## config.mk

```make
export PLATFORM = sky130hd
export DESIGN_NAME = dmem_store_buffer
export DESIGN_NICKNAME = d
export VERILOG_FILES = /design/src/rtl/dmem_store_buffer.sv
export SDC_FILE = /design/constraint.sdc
export NUM_CORES = 1
export LEC_CHECK = 0
export CORE_MARGIN = 3
export CORE_UTILIZATION = 32
export CTS_CLUSTER_DIAMETER = 150
export DETAILED_ROUTE_END_ITERATION = 8
export PLACE_DENSITY = 0.64
export SLEW_MARGIN = 20
export SYNTH_ARGS = -nofsm -noshare
export SYNTH_HDL_FRONTEND = slang
export SYNTH_SLANG_ARGS = --single-unit
```

## constraint.sdc

```tcl
create_clock -name clk -period 4.3 [get_ports clk]
set_clock_uncertainty 0.05 [all_clocks]
set_input_delay 0.645 -clock clk [delete_from_list [all_inputs] [get_ports clk]]
set_output_delay 0.645 -clock clk [all_outputs]
set_load 0.005 [all_outputs]
```

## src/rtl/dmem_store_buffer.sv

```systemverilog
// Posted-write store buffer between the core's DMEM port and data memory.
// Stores queue in a circular FIFO and retire in order over a valid/ready
// write port; loads read memory combinationally, overridden byte-exactly
// by the youngest queued store to the same doubleword.
module dmem_store_buffer #(
    parameter int DEPTH  = 4,
    parameter int ADDR_W = 64,
    parameter int DATA_W = 64
) (
    input  logic                       clk,
    input  logic                       rst,
    input  logic [ADDR_W-1:0]          core_addr,
    input  logic [DATA_W-1:0]          core_wdata,
    input  logic                       core_we,
    input  logic                       core_re,
    output logic [DATA_W-1:0]          core_rdata,
    output logic                       stall,
    output logic                       empty,
    output logic [$clog2(DEPTH):0]     count,
    output logic [ADDR_W-1:0]          mem_waddr,
    output logic [DATA_W-1:0]          mem_wdata,
    output logic                       mem_wvalid,
    input  logic                       mem_wready,
    output logic [ADDR_W-1:0]          mem_raddr,
    input  logic [DATA_W-1:0]          mem_rdata
);

    localparam int PTR_W = $clog2(DEPTH);
    localparam int CNT_W = PTR_W + 1;

    logic [ADDR_W-1:0] addr_mem [DEPTH];
    logic [DATA_W-1:0] data_mem [DEPTH];

    logic [DEPTH-1:0]  valid_reg,  valid_next;
    logic [PTR_W-1:0]  head_reg,   head_next;
    logic [PTR_W-1:0]  tail_reg,   tail_next;
    logic [CNT_W-1:0]  count_reg,  count_next;

    logic              full;
    logic              enq;
    logic              deq;
    logic [DEPTH-1:0]  match;

    // core_re is reserved for future load gating; loads forward regardless.
    logic              unused_core_re;
    assign unused_core_re = core_re;

    // Stall depends only on registered occupancy, so memory backpressure
    // never reaches the core's PC enable combinationally.
    assign full       = (count_reg == CNT_W'(DEPTH));
    assign stall      = core_we && full;
    assign enq        = core_we && !full;
    assign empty      = (count_reg == '0);
    assign count      = count_reg;
    assign mem_wvalid = !empty;
    assign deq        = mem_wvalid && mem_wready;
    assign mem_waddr  = addr_mem[head_reg];
    assign mem_wdata  = data_mem[head_reg];
    assign mem_raddr  = core_addr;

    // Pointer, occupancy and entry-valid next-state.
    always_comb begin
        head_next  = head_reg;
        tail_next  = tail_reg;
        count_next = count_reg;
        valid_next = valid_reg;
        if (deq) begin
            head_next            = head_reg + PTR_W'(1);
            valid_next[head_reg] = 1'b0;
        end
        if (enq) begin
            tail_next            = tail_reg + PTR_W'(1);
            valid_next[tail_reg] = 1'b1;
        end
        if (enq && !deq) begin
            count_next = count_reg + CNT_W'(1);
        end else if (deq && !enq) begin
            count_next = count_reg - CNT_W'(1);
        end
    end

    // Control state; reset discards everything queued.
    always_ff @(posedge clk) begin
        if (rst) begin
            head_reg  <= '0;
            tail_reg  <= '0;
            count_reg <= '0;
            valid_reg <= '0;
        end else begin
            head_reg  <= head_next;
            tail_reg  <= tail_next;
            count_reg <= count_next;
            valid_reg <= valid_next;
        end
    end

    // Entry payload storage; contents are qualified by valid_reg.
    always_ff @(posedge clk) begin
        if (enq) begin
            addr_mem[tail_reg] <= core_addr;
            data_mem[tail_reg] <= core_wdata;
        end
    end

    // Doubleword address match per occupied entry.
    generate
        for (genvar gi = 0; gi < DEPTH; gi++) begin : g_match
            assign match[gi] = valid_reg[gi] &&
                (addr_mem[gi][ADDR_W-1:3] == core_addr[ADDR_W-1:3]);
        end
    endgenerate

    // Walk entries oldest to youngest so the youngest match wins.
    always_comb begin : fwd
        logic [PTR_W-1:0] idx;
        core_rdata = mem_rdata;
        idx        = head_reg;
        for (int i = 0; i < DEPTH; i++) begin
            if (match[idx]) begin
                core_rdata = data_mem[idx];
            end
            idx = idx + PTR_W'(1);
        end
    end

endmodule

```

==> impl_metrics.yaml <==
floorplanning:
  die_w_um: 312
  fp-row-count: 111
  core_area_mm2: 0.0924
  start_util_pct: 32.5
  ios: 459
  die_h_um: 312
  dieArea_mm2: 0.0974
worst_setup_path:
  crit_required_ps: 3610
  critPathKind: "in2out"
  crit_buf_inv: 6
  slowest_delay_ps: 620
  cpMaxStageDelayCell: "mux4_4"
  cp_cell_sequence: "clkdlybuf4s50_1 -> buf_4 -> xnor2_1 -> o221ai_1 -> nor4_2 -> buf_4 -> nand4_1 -> or2_1 -> mux4_4 -> buf_12 -> buf_12 -> o22ai_2 -> a21o_1 -> a21oi_1 -> dlygate4sd2_1"
  crit_path_max_fanout: 15
  path_delay_family: "buffers and inverters"
  worstPathArrival_ps: 4270
  end_kind: "output pin"
  cp-start-kind: "primary input"
power:
  leakage_uw: 0.0142
  p_per_area_mw_per_mm2: 528
  internal_power_uw: 14500
  p_comb_share_pct: 47.3
  p_seq_share_pct: 31.0
  ir_drop_v: 0.000357
  switching_share_pct: 33.3
  clock_power_share_pct: 21.7
  p_sw_uw: 7240
sta:
  fin_crit_ps: 4970
  finalWorstSetupSlack_ps: -667
  tightest_slew_ps: 899
  final.period_utilization_pct: 116
  hold_viol_final: 0
  slew_violations: 0
  slew_headroom_pct: 40.1
  hold_slack_ps: 377
  setup_viol_count_final: 64
  rsz0062_at_grt: "yes"
  max_freq_mhz: 201
global_route:
  grt_pass1_vias: 21378
  grt_use_met1_pct: 25.8
  grt_overflow_total: 0
  antenna_found_initial: 18
  grt.total_usage_pct: 20.4
  grt.busiest_layer: "met2"
  grt_pass1_wl_um: 147000
  globalRouteMet3Util_pct: 4.86
  use_met2_pct: 34.1
  grt_max_degree: 110
clock_tree:
  clk_pin_slew_ps: 60
  clock_sinks: 525
  h-tree-depth: 2
  clk_latency_ps: 590
  cts_root_buf: "clkbuf_16"
  cts_buffer_depth: 3
  cts_tree: "built"
  cts_hold_buf: 0
  numCtsBuffers: 58
outcome:
  violations: "negative setup slack"
  status: "finished with violations"
drt:
  ant_nets: 0
  drc: 0
  vias_per_cell: 5.43
  drt_iter0_drc: 1902
  wl_um: 103000
  route.vias.total: 20969
  wire_per_inst_um: 26.7
  firstDrtPassIters: 5
final_layout:
  drive_gt1_share_pct: 38.3
  nFillCells: 8202
  fin_nets: 2776
  syn_to_final_growth_pct: 37.2
  finalInstanceArea_mm2: 0.0411
  final_util_pct: 44.6
logic_synthesis:
  synth-seq-cells: 525
  yosys.area.top_type: "edfxtp_1"
  syn-num-nets: 2049
  synth_common_cells: "edfxtp_1 (512), mux4_2 (323), xnor2_1 (141)"
  ys_seq_area_share_pct: 52.1
  ys_warn_count: 0
  synth_edf_count: 512
  yosysMostFrequentCell: "edfxtp_1"
  synthTopCellsByArea: "edfxtp_1 (51%), mux4_2 (24%), xnor2_1 (4.1%)"
  synth_top_area_share_pct: 51.3
  synth_ff_type: "edfxtp_1"
  yosys.cell_types.count: 54
  syn_avg_cell_area_um2: 16.3
  synth_async_sr_flop_share_pct: 0
  netlist_instances: 1842
  syn_area_mm2: 0.0300
place:
  port_buffers: 457
  finalWeightedCongestion: 0.952
  hpwl_um: 73700
  placed_cell_area_mm2: 0.0380
flow_run:
  maxCapViolations: 0
worst_hold_path:
  hold_path_class: "in2reg"
## final timing paths
kind | startpoint | endpoint | slack [ps] | cells past startpoint
worst max register to register | count[2]$_SDFFE_PP0P_ | count[2]$_SDFFE_PP0P_ | 1530 | 8
worst min-delay path | core_addr[36] | addr_mem[1][36]$_DFFE_PP_ | 380 | 2
worst max-delay path | core_addr[49] | core_rdata[18] | -670 | 15
worst min register to register | valid_reg[2]$_SDFF_PP0_ | valid_reg[2]$_SDFF_PP0_ | 460 | 2
## logic make-up (layout without fill, tap and decap cells)
group	after synthesis	in the layout	synth area share [%]
mux	389	389	26.5
flops	525	525	52.1
simple gates	180	180	3.56
fa+ha+maj	10	10	0.442
buf+inv	296	1067	5.06
other cells	0	7	0
compound gates	263	263	7.13
xor+xnor	179	179	5.23
## per-stage QoR
step                setup WS [ps]  instances  total power, µW  setup TNS, ps
floorplan                     496       1842            12600              0
global placement            -1720       3689            17100        -102170
detailed placement          -1690       3689            17200        -100330
CTS                          -794       3838            21900         -42190
global route                 -758       3858            22800         -42550
finish                       -667       3863            21700         -37340
## layer usage
layer  vias to the layer above  wire length, µm  share of wire [%]
met4                        16             4510                4.4
li1                       8933                -                  -
met2                      1021            50300                 49
met3                       189             8760                8.5
met1                     10810            39400                 38
met5                         -              103               0.10
## area by class of cell
cell class              instances  area (µm²)  share of cell area, %
diodes                          7        17.5                 0.0426
clock buffers                  75        1590                   3.86
clock inverters                29         200                  0.487
inverters                     112         420                   1.02
multi-input cells            1021       13600                   33.0
flip-flops and latches        525       15600                   38.0
well taps                    1243        1560                   3.78
repair buffers                851        8130                   19.8
## power by group through the flow
stage                     Sequential [µW]  Combinational, µW  Clock, µW
after CTS                            6740              10300       4820
final                                6740              10300       4710
after floorplan                      6640               5920          0
after detailed placement             6840              10400          0
after global routing                 6810              10900       5040
after global placement               6770              10300          0
## cell usage in the layout, fill, tap and decap left out, drive strengths merged, types with 9 or more instances in the layout
cell and count:
xor2 38, dfxtp 13, nor2 22, nor4 21
xnor2 141, clkdlybuf4s50 354, nand2b 24, inv 113
buf 435, a21o 64, clkbuf 85, dlygate4sd2 28
edfxtp 512, dlymetal6s2s 18, nor2b 30, o22ai 75
mux2i 66, a21oi 70, mux4 323, clkinv 25
nand4 42, ha 9
## timing repair
item / in CTS / in global routing
gates cloned: 6 / 2
pin swaps: 51 / 27
endpoints found under the setup margin: 64 / 64
setup buffers: 39 / 19
resized for setup: 325 / 102
## worst register-to-register path, delay by kind of cell (launching register included)
family | cells | cell delay (ps)
compound gates | 1 | 140
xor+xnor | 1 | 180
fa+ha+maj | 2 | 590
buf+inv | 1 | 60
flops | 1 | 380
simple gates | 3 | 1310
(Power assumes the default switching activity.)
